[config.mk]
export PLATFORM = sky130hd
export DESIGN_NAME = ramen_order_engine_flat
export DESIGN_NICKNAME = d
export VERILOG_FILES = /design/src/rtl/ramen_order_engine_if.sv /design/src/rtl/ramen_order_engine.sv /design/src/flat_wrapper.sv
export SDC_FILE = /design/constraint.sdc
export NUM_CORES = 1
export LEC_CHECK = 0
export CORE_AREA = 2 2 254 256
export CTS_CLUSTER_SIZE = 12
export DETAILED_ROUTE_END_ITERATION = 16
export DIE_AREA = 0 0 256 258
export PLACE_DENSITY = 0.58
export SYNTH_ARGS = -nofsm -noshare
export SYNTH_HDL_FRONTEND = slang
export SYNTH_SLANG_ARGS = --single-unit
[constraint.sdc]
create_clock -name clk -period 9.9 [get_ports clk]
set_input_delay 2.97 -clock clk [delete_from_list [all_inputs] [get_ports clk]]
set_output_delay 2.97 -clock clk [all_outputs]
set_load 0.01 [all_outputs]
[src/rtl/ramen_order_engine_if.sv]
// Order, restock and reporting bundle for the ramen order engine.
// Master side is the front-of-house sequencer; slave side is the engine.
interface ramen_order_engine_if #(
  parameter int QTY_W  = 3,
  parameter int CNT_W  = 8,
  parameter int GAIN_W = 18
);
  logic                 selling;
  logic                 in_valid;
  logic [1:0]           ramen_type;
  logic                 portion;
  logic [QTY_W-1:0]     qty;
  logic                 restock_valid;
  logic [2:0]           restock_sel;
  logic [15:0]          restock_amt;
  logic                 order_ready;
  logic                 out_valid_order;
  logic                 success;
  logic [4:0]           low_stock;
  logic                 out_valid_tot;
  logic [4*CNT_W-1:0]   sold_num;
  logic [GAIN_W-1:0]    total_gain;

  modport master (
    output selling, in_valid, ramen_type, portion, qty,
    output restock_valid, restock_sel, restock_amt,
    input  order_ready, out_valid_order, success, low_stock,
    input  out_valid_tot, sold_num, total_gain
  );

  modport slave (
    input  selling, in_valid, ramen_type, portion, qty,
    input  restock_valid, restock_sel, restock_amt,
    output order_ready, out_valid_order, success, low_stock,
    output out_valid_tot, sold_num, total_gain
  );
endinterface

[src/rtl/ramen_order_engine.sv]
// Ramen order engine: recipe check, stock deduction, restock and
// saturating per-type sales counters with end-of-session totals.
module ramen_order_engine #(
  parameter int         QTY_W    = 3,
  parameter int         CNT_W    = 8,
  parameter int         GAIN_W   = 18,
  parameter logic [7:0] PRICE_T  = 8'd200,
  parameter logic [7:0] PRICE_TS = 8'd250,
  parameter logic [7:0] PRICE_M  = 8'd200,
  parameter logic [7:0] PRICE_MS = 8'd250,
  parameter int         LOW_THR  = 1000
) (
  input logic                clk,
  input logic                rst,
  ramen_order_engine_if.slave bus
);

  typedef enum logic [2:0] {
    IDLE, OPEN, CHECK, DECIDE, TOTAL
  } state_t;

  state_t state, state_nx;

  logic [1:0]         type_r;
  logic               portion_r;
  logic [QTY_W-1:0]   qty_r;
  logic [15:0]        unit [5];
  logic [15:0]        need [5];
  logic [15:0]        inv [5];
  logic [15:0]        inv_nx [5];
  logic [15:0]        base [5];
  logic [15:0]        add [5];
  logic [16:0]        sum [5];
  logic [CNT_W-1:0]   cnt [4];
  logic [CNT_W:0]     cnt_sum;
  logic [4:0]         low_q;
  logic [GAIN_W-1:0]  gain;
  logic               ok;
  logic               take;
  logic               accept;

  function automatic logic [15:0] init_inv(input int i);
    case (i)
      0:       return 16'd12000;
      1:       return 16'd41000;
      2:       return 16'd9000;
      3:       return 16'd1000;
      default: return 16'd1500;
    endcase
  endfunction

  always_ff @(posedge clk) begin
    if (rst) state <= IDLE;
    else     state <= state_nx;
  end

  always_comb begin
    state_nx = state;
    unique case (state)
      IDLE:   if (bus.selling) state_nx = OPEN;
      OPEN: begin
        if (!bus.selling)     state_nx = TOTAL;
        else if (bus.in_valid) state_nx = CHECK;
      end
      CHECK:  state_nx = DECIDE;
      DECIDE: state_nx = OPEN;
      TOTAL:  state_nx = IDLE;
      default: state_nx = IDLE;
    endcase
  end

  assign accept = (state == OPEN) && bus.selling && bus.in_valid;
  assign take   = (state == DECIDE) && ok;

  always_ff @(posedge clk) begin
    if (rst) begin
      type_r    <= '0;
      portion_r <= 1'b0;
      qty_r     <= '0;
    end else if (accept) begin
      type_r    <= bus.ramen_type;
      portion_r <= bus.portion;
      qty_r     <= bus.qty;
    end
  end

  // Per-serving recipe, index order: noodle, broth, tonkotsu, miso, soy
  always_comb begin
    for (int i = 0; i < 5; i++) unit[i] = '0;
    unit[0] = portion_r ? 16'd150 : 16'd100;
    unique case (type_r)
      2'd0: begin
        unit[1] = portion_r ? 16'd500 : 16'd300;
        unit[2] = portion_r ? 16'd200 : 16'd150;
      end
      2'd1: begin
        unit[1] = portion_r ? 16'd500 : 16'd300;
        unit[2] = portion_r ? 16'd150 : 16'd100;
        unit[4] = portion_r ? 16'd50  : 16'd30;
      end
      2'd2: begin
        unit[1] = portion_r ? 16'd650 : 16'd400;
        unit[3] = portion_r ? 16'd50  : 16'd30;
      end
      2'd3: begin
        unit[1] = portion_r ? 16'd500 : 16'd300;
        unit[2] = portion_r ? 16'd100 : 16'd70;
        unit[3] = portion_r ? 16'd25  : 16'd15;
        unit[4] = portion_r ? 16'd25  : 16'd15;
      end
    endcase
  end

  always_ff @(posedge clk) begin
    if (rst) begin
      for (int i = 0; i < 5; i++) need[i] <= '0;
    end else if (state == CHECK) begin
      for (int i = 0; i < 5; i++) need[i] <= unit[i] * 16'(qty_r);
    end
  end

  // Comparison uses pre-restock stock
  always_comb begin
    ok = (qty_r != '0);
    for (int i = 0; i < 5; i++)
      if (inv[i] < need[i]) ok = 1'b0;
  end

  always_comb begin
    for (int i = 0; i < 5; i++) begin
      base[i] = take ? inv[i] - need[i] : inv[i];
      add[i]  = (bus.restock_valid && bus.restock_sel == 3'(i))
              ? bus.restock_amt : 16'd0;
      sum[i]  = {1'b0, base[i]} + {1'b0, add[i]};
      inv_nx[i] = sum[i][16] ? 16'hFFFF : sum[i][15:0];
    end
  end

  always_ff @(posedge clk) begin
    if (rst || state == IDLE) begin
      for (int i = 0; i < 5; i++) inv[i] <= init_inv(i);
    end else if (state != TOTAL) begin
      for (int i = 0; i < 5; i++) inv[i] <= inv_nx[i];
    end
  end

  assign cnt_sum = {1'b0, cnt[type_r]} + (CNT_W+1)'(qty_r);

  always_ff @(posedge clk) begin
    if (rst || state == IDLE) begin
      for (int j = 0; j < 4; j++) cnt[j] <= '0;
    end else if (take) begin
      cnt[type_r] <= cnt_sum[CNT_W] ? '1 : cnt_sum[CNT_W-1:0];
    end
  end

  always_ff @(posedge clk) begin
    if (rst || state == IDLE) begin
      low_q <= '0;
    end else begin
      for (int i = 0; i < 5; i++) low_q[i] <= (inv[i] < 16'(LOW_THR));
    end
  end

  assign gain = GAIN_W'(cnt[0]) * GAIN_W'(PRICE_T)
              + GAIN_W'(cnt[1]) * GAIN_W'(PRICE_TS)
              + GAIN_W'(cnt[2]) * GAIN_W'(PRICE_M)
              + GAIN_W'(cnt[3]) * GAIN_W'(PRICE_MS);

  always_comb begin
    bus.order_ready     = (state == OPEN);
    bus.out_valid_order = (state == DECIDE);
    bus.success         = take;
    bus.out_valid_tot   = (state == TOTAL);
    bus.sold_num        = '0;
    bus.total_gain      = '0;
    bus.low_stock       = low_q;
    if (state == TOTAL) begin
      bus.sold_num   = {cnt[0], cnt[1], cnt[2], cnt[3]};
      bus.total_gain = gain;
    end
  end

endmodule

[src/flat_wrapper.sv]
// flat-port wrapper written by rule: the top's interface ports become plain ports
module ramen_order_engine_flat 
#(
  parameter int         QTY_W    = 3,
  parameter int         CNT_W    = 8,
  parameter int         GAIN_W   = 18,
  parameter logic [7:0] PRICE_T  = 8'd200,
  parameter logic [7:0] PRICE_TS = 8'd250,
  parameter logic [7:0] PRICE_M  = 8'd200,
  parameter logic [7:0] PRICE_MS = 8'd250,
  parameter int         LOW_THR  = 1000
)
  (clk, rst, bus_selling, bus_in_valid, bus_ramen_type, bus_portion, bus_qty, bus_restock_valid, bus_restock_sel, bus_restock_amt, bus_order_ready, bus_out_valid_order, bus_success, bus_low_stock, bus_out_valid_tot, bus_sold_num, bus_total_gain);
  ramen_order_engine_if #(.QTY_W(QTY_W), .CNT_W(CNT_W), .GAIN_W(GAIN_W)) bus_i ();
  input logic clk;
  input logic rst;
  input wire logic [$bits(bus_i.selling)-1:0] bus_selling;
  input wire logic [$bits(bus_i.in_valid)-1:0] bus_in_valid;
  input wire logic [$bits(bus_i.ramen_type)-1:0] bus_ramen_type;
  input wire logic [$bits(bus_i.portion)-1:0] bus_portion;
  input wire logic [$bits(bus_i.qty)-1:0] bus_qty;
  input wire logic [$bits(bus_i.restock_valid)-1:0] bus_restock_valid;
  input wire logic [$bits(bus_i.restock_sel)-1:0] bus_restock_sel;
  input wire logic [$bits(bus_i.restock_amt)-1:0] bus_restock_amt;
  output wire logic [$bits(bus_i.order_ready)-1:0] bus_order_ready;
  output wire logic [$bits(bus_i.out_valid_order)-1:0] bus_out_valid_order;
  output wire logic [$bits(bus_i.success)-1:0] bus_success;
  output wire logic [$bits(bus_i.low_stock)-1:0] bus_low_stock;
  output wire logic [$bits(bus_i.out_valid_tot)-1:0] bus_out_valid_tot;
  output wire logic [$bits(bus_i.sold_num)-1:0] bus_sold_num;
  output wire logic [$bits(bus_i.total_gain)-1:0] bus_total_gain;
  assign bus_i.selling = bus_selling;
  assign bus_i.in_valid = bus_in_valid;
  assign bus_i.ramen_type = bus_ramen_type;
  assign bus_i.portion = bus_portion;
  assign bus_i.qty = bus_qty;
  assign bus_i.restock_valid = bus_restock_valid;
  assign bus_i.restock_sel = bus_restock_sel;
  assign bus_i.restock_amt = bus_restock_amt;
  assign bus_order_ready = bus_i.order_ready;
  assign bus_out_valid_order = bus_i.out_valid_order;
  assign bus_success = bus_i.success;
  assign bus_low_stock = bus_i.low_stock;
  assign bus_out_valid_tot = bus_i.out_valid_tot;
  assign bus_sold_num = bus_i.sold_num;
  assign bus_total_gain = bus_i.total_gain;
  ramen_order_engine #(.QTY_W(QTY_W), .CNT_W(CNT_W), .GAIN_W(GAIN_W), .PRICE_T(PRICE_T), .PRICE_TS(PRICE_TS), .PRICE_M(PRICE_M), .PRICE_MS(PRICE_MS), .LOW_THR(LOW_THR)) u_core (.clk(clk), .rst(rst), .bus(bus_i));
endmodule
==> results of run 1 <==
## timing repair
action,CTS,global route
gates resized for setup,45,38
pin swaps,36,24
buffers inserted,5,8
setup endpoints to repair,7,8
hold buffers,0,0
## cells by family after synthesis
logic type / count (synthesis) / share of synthesized area
adders and majority gates: 446 / 0.2865
muxes: 19 / 0.01322
and+or+nand+nor: 790 / 0.1817
xor gates and xnor gates: 201 / 0.07986
other: 1 / 0.0001701
DFF: 177 / 0.2338
AOI/OAI and AO/OA: 522 / 0.1479
buffers and inverters: 324 / 0.05681
## cell usage after synthesis (19+ instances only)
| cell | instances |
|---|---|
| nand2_1 | 172 |
| clkbuf_1 | 52 |
| a31oi_1 | 19 |
| edfxtp_1 | 161 |
| xor2_1 | 98 |
| inv_1 | 258 |
| nor2_1 | 208 |
| nor3_1 | 57 |
| and2_1 | 100 |
| nand3_1 | 45 |
| o21a_1 | 23 |
| a21o_1 | 73 |
| nor2b_1 | 35 |
| ha_1 | 348 |
| fa_1 | 98 |
| o21ai_0 | 142 |
| nand2b_1 | 42 |
| a21oi_1 | 143 |
| and3_1 | 40 |
| xnor2_1 | 103 |
| a211oi_1 | 22 |
## power by group
group | switching [mW] | internal [mW] | leakage (nW)
Sequential | 0.0325 | 0.836 | 1.86
Combinational | 1.02 | 0.951 | 9.82
Clock | 0.361 | 0.363 | 0.303
## stage by stage
stage,power (mW),setup TNS [ns],utilization,std cells
6_report,3.566,0,0.3951,3461
3_5_place_dp,2.555,-0.6299,0.3795,3412
3_3_place_gp,2.510,-0.08004,0.3795,3412
4_1_cts,3.456,0,0.3925,3449
2_1_floorplan,2.048,0,-,2481
5_1_grt,3.839,-0.8741,0.3949,3457
## worst min-delay path by stage
stage / from / to / cells after the start
global placement: u_core.inv[0][42] / u_core.bus.low_stock[2] / 1
finish: u_core.inv[0][42] / u_core.bus.low_stock[2] / 1
CTS: u_core.inv[0][42] / u_core.bus.low_stock[2] / 1
global route: u_core.inv[0][42] / u_core.bus.low_stock[2] / 1
floorplan: u_core.inv[0][42] / u_core.bus.low_stock[2] / 1
detailed placement: u_core.inv[0][42] / u_core.bus.low_stock[2] / 1
## worst max-delay path, delay by kind of cell, from the launching register on
family	cells	cell delay [ns]
AND/OR/NAND/NOR	3	0.28
XOR/XNOR	4	0.57
AO/OA/AOI/OAI	6	1.11
flip-flops	1	0.44
buffers and inverters	7	0.70
adder cells (fa/ha/maj)	8	3.23
## layout make-up
class / count / area, um^2 / share of cell area
diodes: 4 / 10.01 / 0.0003980
clock buffers: 19 / 464.2 / 0.01846
clock inverters: 13 / 153.9 / 0.006120
inverters: 258 / 968.4 / 0.03851
multi-input cells: 1980 / 15960 / 0.6346
flip-flops and latches: 177 / 5155 / 0.2050
well taps: 855 / 1070 / 0.04254
repair buffers: 155 / 1369 / 0.05443
## registers in the layout, summed over array words and instances, names as in the netlist, named ones only
name                  count
u_core.inv               80
u_core.need              49
u_core.cnt               32
u_core.bus.low_stock      5
u_core.qty_r              3
u_core.state              3
u_core.type_r             2
u_core.portion_r          1
## metal layers
layer | GRT usage | up-vias | share of wire
met2 | 0.3148 | 374 | 0.49
met1 | 0.2313 | 8647 | 0.44
met5 | 0 | - | 0
met3 | 0.02513 | 86 | 0.041
met4 | 0.06254 | 0 | 0.028
li1 | - | 8889 | -
==> reports/results.tsv, run 1 <==
stage	metric	value	unit
drt	vias_per_cell	5.200	
timing	min_period	9.783	ns
critical_path	timing.rr.start	u_core.need[4][0]	
drt	route.detailed.drc	0	
die	fp.coreArea	63650	um^2
synth	synthCells	2480	
critical_path	cp-start-kind	flip-flop	
timing	relSlewSlack	0.2046	
synth	synthTopCellsByArea	edfxtp_1, ha_1, fa_1, inv_1, xnor2_1	
grt	antenna_found_initial	8	
critical_path	required	6.93	ns
clock_network	clock_sinks	177	
die	row_count	93	
synth	synth_cell_types	74	
place	io_buffer_count	87	
synth	seq_area_frac_synth	0.2338	
timing	setup_viol	0	
place	placed_area	24160	um^2
final_layout	nets	3065	
clock_network	cts_made_buffers	17	
final_layout	drive_above_1_share	0.07648	
critical_path	crit_end	bus_total_gain[16]	
die	dieArea	66050	um^2
critical_path	r2r_setup_slack	2.81	ns
die	fp.dieW	256	um
timing	timing.final.hold_violations	0	
clock_network	clk_latency	0.46	ns
drt	ant_nets	0	
critical_path	cp.arrival	6.81	ns
critical_path	endpoint_kind	output port	
power	leakage	11.98	nW
synth	syn_area_per_cell	8.889	um^2
timing	skew	0.01105	ns
die	die_y	258	um
synth	synth-main-ff-cell	edfxtp_1	
place	hpwl	46750	um
synth	ys_seq_elements	177	
timing	fmax	0.1022	GHz
clock_network	cts.path.max_buffers	2	
critical_path	crit_path_max_incr_delay	0.61	ns
critical_path	cp-startpoint	u_core.cnt[1][0]	
die	io_pins	89	
clock_network	clkTransAtPathRegs	0.08	ns
critical_path	crit_path_max_fanout	4	
timing	final.setup.worst_slack	0.1175	ns
timing	tightest_slew	1.181	ns
timing	fin_crit_sh	0.9881	
drt	drtIter0Drc	1108	
timing	rsz0062_at_grt	yes	
clock_network	htree_levels	4	
clock_network	ctsRootBufferMaster	clkbuf_16	
hold_path	min_path_type	flip-flop to flip-flop	
timing	maxSlewViolCount	0	
outcome	status	completed	
grt	grtUsageTotal	0.1815	
grt	grt_pass1_wl	95940	um
clock_network	cts_tree	built	
power	cellPowerDensity	141.8	nW/um^2
critical_path	r2r_cells	20	
critical_path	cpMostUsedCell	fa_1	
synth	yosys_warnings	0	
drt	first_pass_iters	5	
critical_path	timing.rr.end	u_core.inv[0][38]	
synth	synth_area	22040	um^2
grt	grt_max_degree	69	
drt	vias	17996	
power	irDropWorstVdd	257.6	uV
synth	synth_top_cell_by_area	edfxtp_1	
job	maxCapViolCount	0	
synth	synthArstFlopShare	0	
synth	synth_edf_count	161	
critical_path	cpMaxStageDelayCell	fa_1	
timing	timing.hold.ws	0.4932	ns
die	start_util	0.3463	
final_layout	final_common_cell	ha_1	
place	pre_cts_ws	-0.1919	ns
synth	synthDominantCellAreaShare	0.2193	
final_layout	final_cell_area	25150	um^2
grt	grt_pass1_vias	18256	
place	gp_congestion	0.8839	
final_layout	areaGrowthSynthToFinish	14.08	%
final_layout	final_cell_mix	ha_1, inv_1, nor2_1	
drt	wl_per_cell	17.46	um
grt	grt_overflow	0	
drt	routed_wl	60430	um
final_layout	nFillCells	6384	
critical_path	path_class	flip-flop to output port	
(Power assumes the default switching activity.)
==> run 2, diff against run 1 <==
--- a/config.mk
+++ b/config.mk
@@ -5,11 +5,12 @@
 export SDC_FILE = /design/constraint.sdc
 export NUM_CORES = 1
 export LEC_CHECK = 0
-export CORE_AREA = 2 2 254 256
+export CORE_AREA = 2 2 189 191
 export CTS_CLUSTER_SIZE = 12
 export DETAILED_ROUTE_END_ITERATION = 16
-export DIE_AREA = 0 0 256 258
-export PLACE_DENSITY = 0.58
+export DIE_AREA = 0 0 191 193
+export PLACE_DENSITY = 0.9
+export SKIP_CTS_REPAIR_TIMING = 1
 export SYNTH_ARGS = -nofsm -noshare
 export SYNTH_HDL_FRONTEND = slang
 export SYNTH_SLANG_ARGS = --single-unit
==> reports/results.tsv, run 2 (synthesis gave the netlist of run 1 again) <==
stage	metric	value	unit	change
clock_network	clkTransAtPathRegs	0.07	ns	about the same
final_layout	largest-register	u_core.inv		
grt	grt_pass1_wl	94220	um	-1.8%
drt	ant_nets	0		unchanged
clock_network	htree_levels	4		unchanged
critical_path	cp.arrival	7.10	ns	+0.29 ns
power	internal_power	2.149	mW	about the same
clock_network	cts_tree	built		
place	gp_congestion	0.9567		+8.2%
place	io_buffer_count	87		unchanged
timing	maxSlewViolCount	0		unchanged
die	io_pins	89		unchanged
critical_path	worst-path-buf-inv	6		-1
grt	grtUsageTotal	0.3227		+0.1413
power	irDropWorstVdd	303.9	uV	+18%
critical_path	crit_path_max_fanout	4		unchanged
clock_network	cts.path.max_buffers	2		unchanged
final_layout	post-route-util	0.7005		+0.3054
final_layout	insertedDiodeCount	0		-4
final_layout	reg_top3	u_core.inv (80), u_core.need (49), u_core.cnt (32)		
timing	rsz0062_at_grt	yes		
timing	setup_viol	3		+3
outcome	status	complete, but fails checks		
die	start_util	0.6305		+0.2841
critical_path	cp-start-kind	flip-flop		
timing	skew	0.01586	ns	+0.004807 ns
timing	final.setup.worst_slack	-0.1712	ns	-0.2887 ns
critical_path	cpMaxStageDelayCell	fa_1		
drt	wl_per_cell	19.67	um	+13%
power	combPwrFrac	0.559		+0.006
outcome	violations	negative setup slack		
critical_path	path_class	flip-flop to output port		
final_layout	largest_reg_flops	80		unchanged
power	power_frac_seq	0.242		-0.002
critical_path	endpoint_kind	output port		
die	die_y	193	um	-25%
grt	grt_overflow	0		unchanged
drt	drtIter0Drc	1743		+57%
clock_network	ctsRootBufferMaster	clkbuf_16		
hold_path	min_path_type	flip-flop to flip-flop		
timing	min_period	10.07	ns	+0.2887 ns
grt	grt_pass1_vias	19070		+4.5%
die	fp.dieW	191	um	-25%
final_layout	areaGrowthSynthToFinish	11.11	%	
timing	tightest_slew	1.320	ns	+0.1396 ns
power	swShare	0.4008		+0.003939
timing	fmax	0.09929	GHz	-2.9%
final_layout	final_cell_mix	ha_1, inv_1, nor2_1		
drt	vias	19107		+6.2%
final_layout	drive_above_1_share	0.06607		-0.01041
place	pre_cts_ws	-0.1876	ns	+0.004324 ns
critical_path	cpMostUsedCell	fa_1		
critical_path	cp_top_family	adder cells		
final_layout	final_cell_area	24490	um^2	-2.6%
power	switchingPower	1.437	mW	+1.6%
grt	grt_max_degree	81		+17%
final_layout	final_common_cell	ha_1		
die	fp.coreArea	34960	um^2	-45%
critical_path	crit_path_max_incr_delay	0.61	ns	about the same
job	maxCapViolCount	0		unchanged
final_layout	nets	3051		-0.46%
timing	timing.final.hold_violations	0		unchanged
timing	fin_setup_tns	-0.4554	ns	-0.4554 ns
place	placed_area	23590	um^2	-2.3%
die	dieArea	36860	um^2	-44%
drt	routed_wl	59960	um	-0.78%
power	clkPwrFrac	0.199		-0.004
clock_network	clk_latency	0.45	ns	about the same
critical_path	required	6.93	ns	about the same
grt	antenna_found_initial	1		-7
power	leakage	11.92	nW	-0.51%
clock_network	cts_made_buffers	17		unchanged
die	row_count	69		-26%
drt	route.detailed.drc	0		unchanged
timing	fin_crit_sh	1.017		+0.02916
power	cellPowerDensity	146.4	nW/um^2	+3.3%
timing	relSlewSlack	0.1198		-0.08474
drt	vias_per_cell	6.267		+21%
drt	first_pass_iters	8		+3
clock_network	clock_sinks	177		unchanged
place	hpwl	44580	um	-4.6%
## run 2: cell types whose count changed in the layout (fill, tap and decap cells not counted), sizes merged
cell / change
buf: -16
inv: -5
diode: -4
bufinv: +3
dlymetal6s2s: +2
clkdlybuf4s50: +1
clkinv: +1
clkinvlp: +1
dlygate4sd2: -1
## run 2: path summary, 6_finish.rpt
kind                      from                 endpoint  slack (ns)  cells past startpoint
max reg2reg  u_core.need[4][0]         u_core.inv[0][7]        2.70                     20
min reg2reg  u_core.inv[0][74]  u_core.bus.low_stock[4]        0.51                      1
min          u_core.inv[0][74]  u_core.bus.low_stock[4]        0.51                      1
max           u_core.cnt[1][1]       bus_total_gain[15]       -0.17                     29
## run 2: per-layer routing
metal	GRT usage	up-vias	routed length [um]
met2	0.5357	959	28320
met5	0	-	0
met4	0.1562	0	2810
met1	0.4087	9056	23430
li1	-	8864	-
met3	0.05792	228	5403
## run 2: power groups by stage
stage	registers [mW]	clock network, mW	logic, mW
after global routing	0.871	0.741	2.20
final	0.868	0.713	2.01
after CTS	0.867	0.708	1.63
after global placement	0.882	0	1.55
after floorplan	0.874	0	1.17
after detailed placement	0.883	0	1.61
## run 2: per-stage QoR
| step | power, mW | hold WS, ns | std cells |
|---|---|---|---|
| finish | 3.587 | 0.5126 | 3049 |
| detailed placement | 2.495 | 0.4877 | 3009 |
| global route | 3.815 | 0.5322 | 3049 |
| floorplan | 2.048 | 0.4460 | 2481 |
| global placement | 2.429 | 0.4795 | 3009 |
| CTS | 3.204 | 0.5091 | 3041 |
## run 2: area by class of cell
cell class | instances | area [um^2]
multi-input cells | 1980 | 15920
clock buffers | 19 | 432.9
fillers | 2408 | 10470
flip-flops and latches | 177 | 5155
clock inverters | 13 | 161.4
inverters | 258 | 968.4
well taps | 461 | 576.8
repair buffers | 141 | 1280
==> run 3, diff against run 2 <==
--- a/config.mk
+++ b/config.mk
@@ -6,7 +6,7 @@
 export NUM_CORES = 1
 export LEC_CHECK = 0
 export CORE_AREA = 2 2 189 191
-export CTS_CLUSTER_SIZE = 12
+export CTS_CLUSTER_SIZE = 25
 export DETAILED_ROUTE_END_ITERATION = 16
 export DIE_AREA = 0 0 191 193
 export PLACE_DENSITY = 0.9
==> results of run 3 <==
Final layout, timing and power as in run 2 (identical DEF).
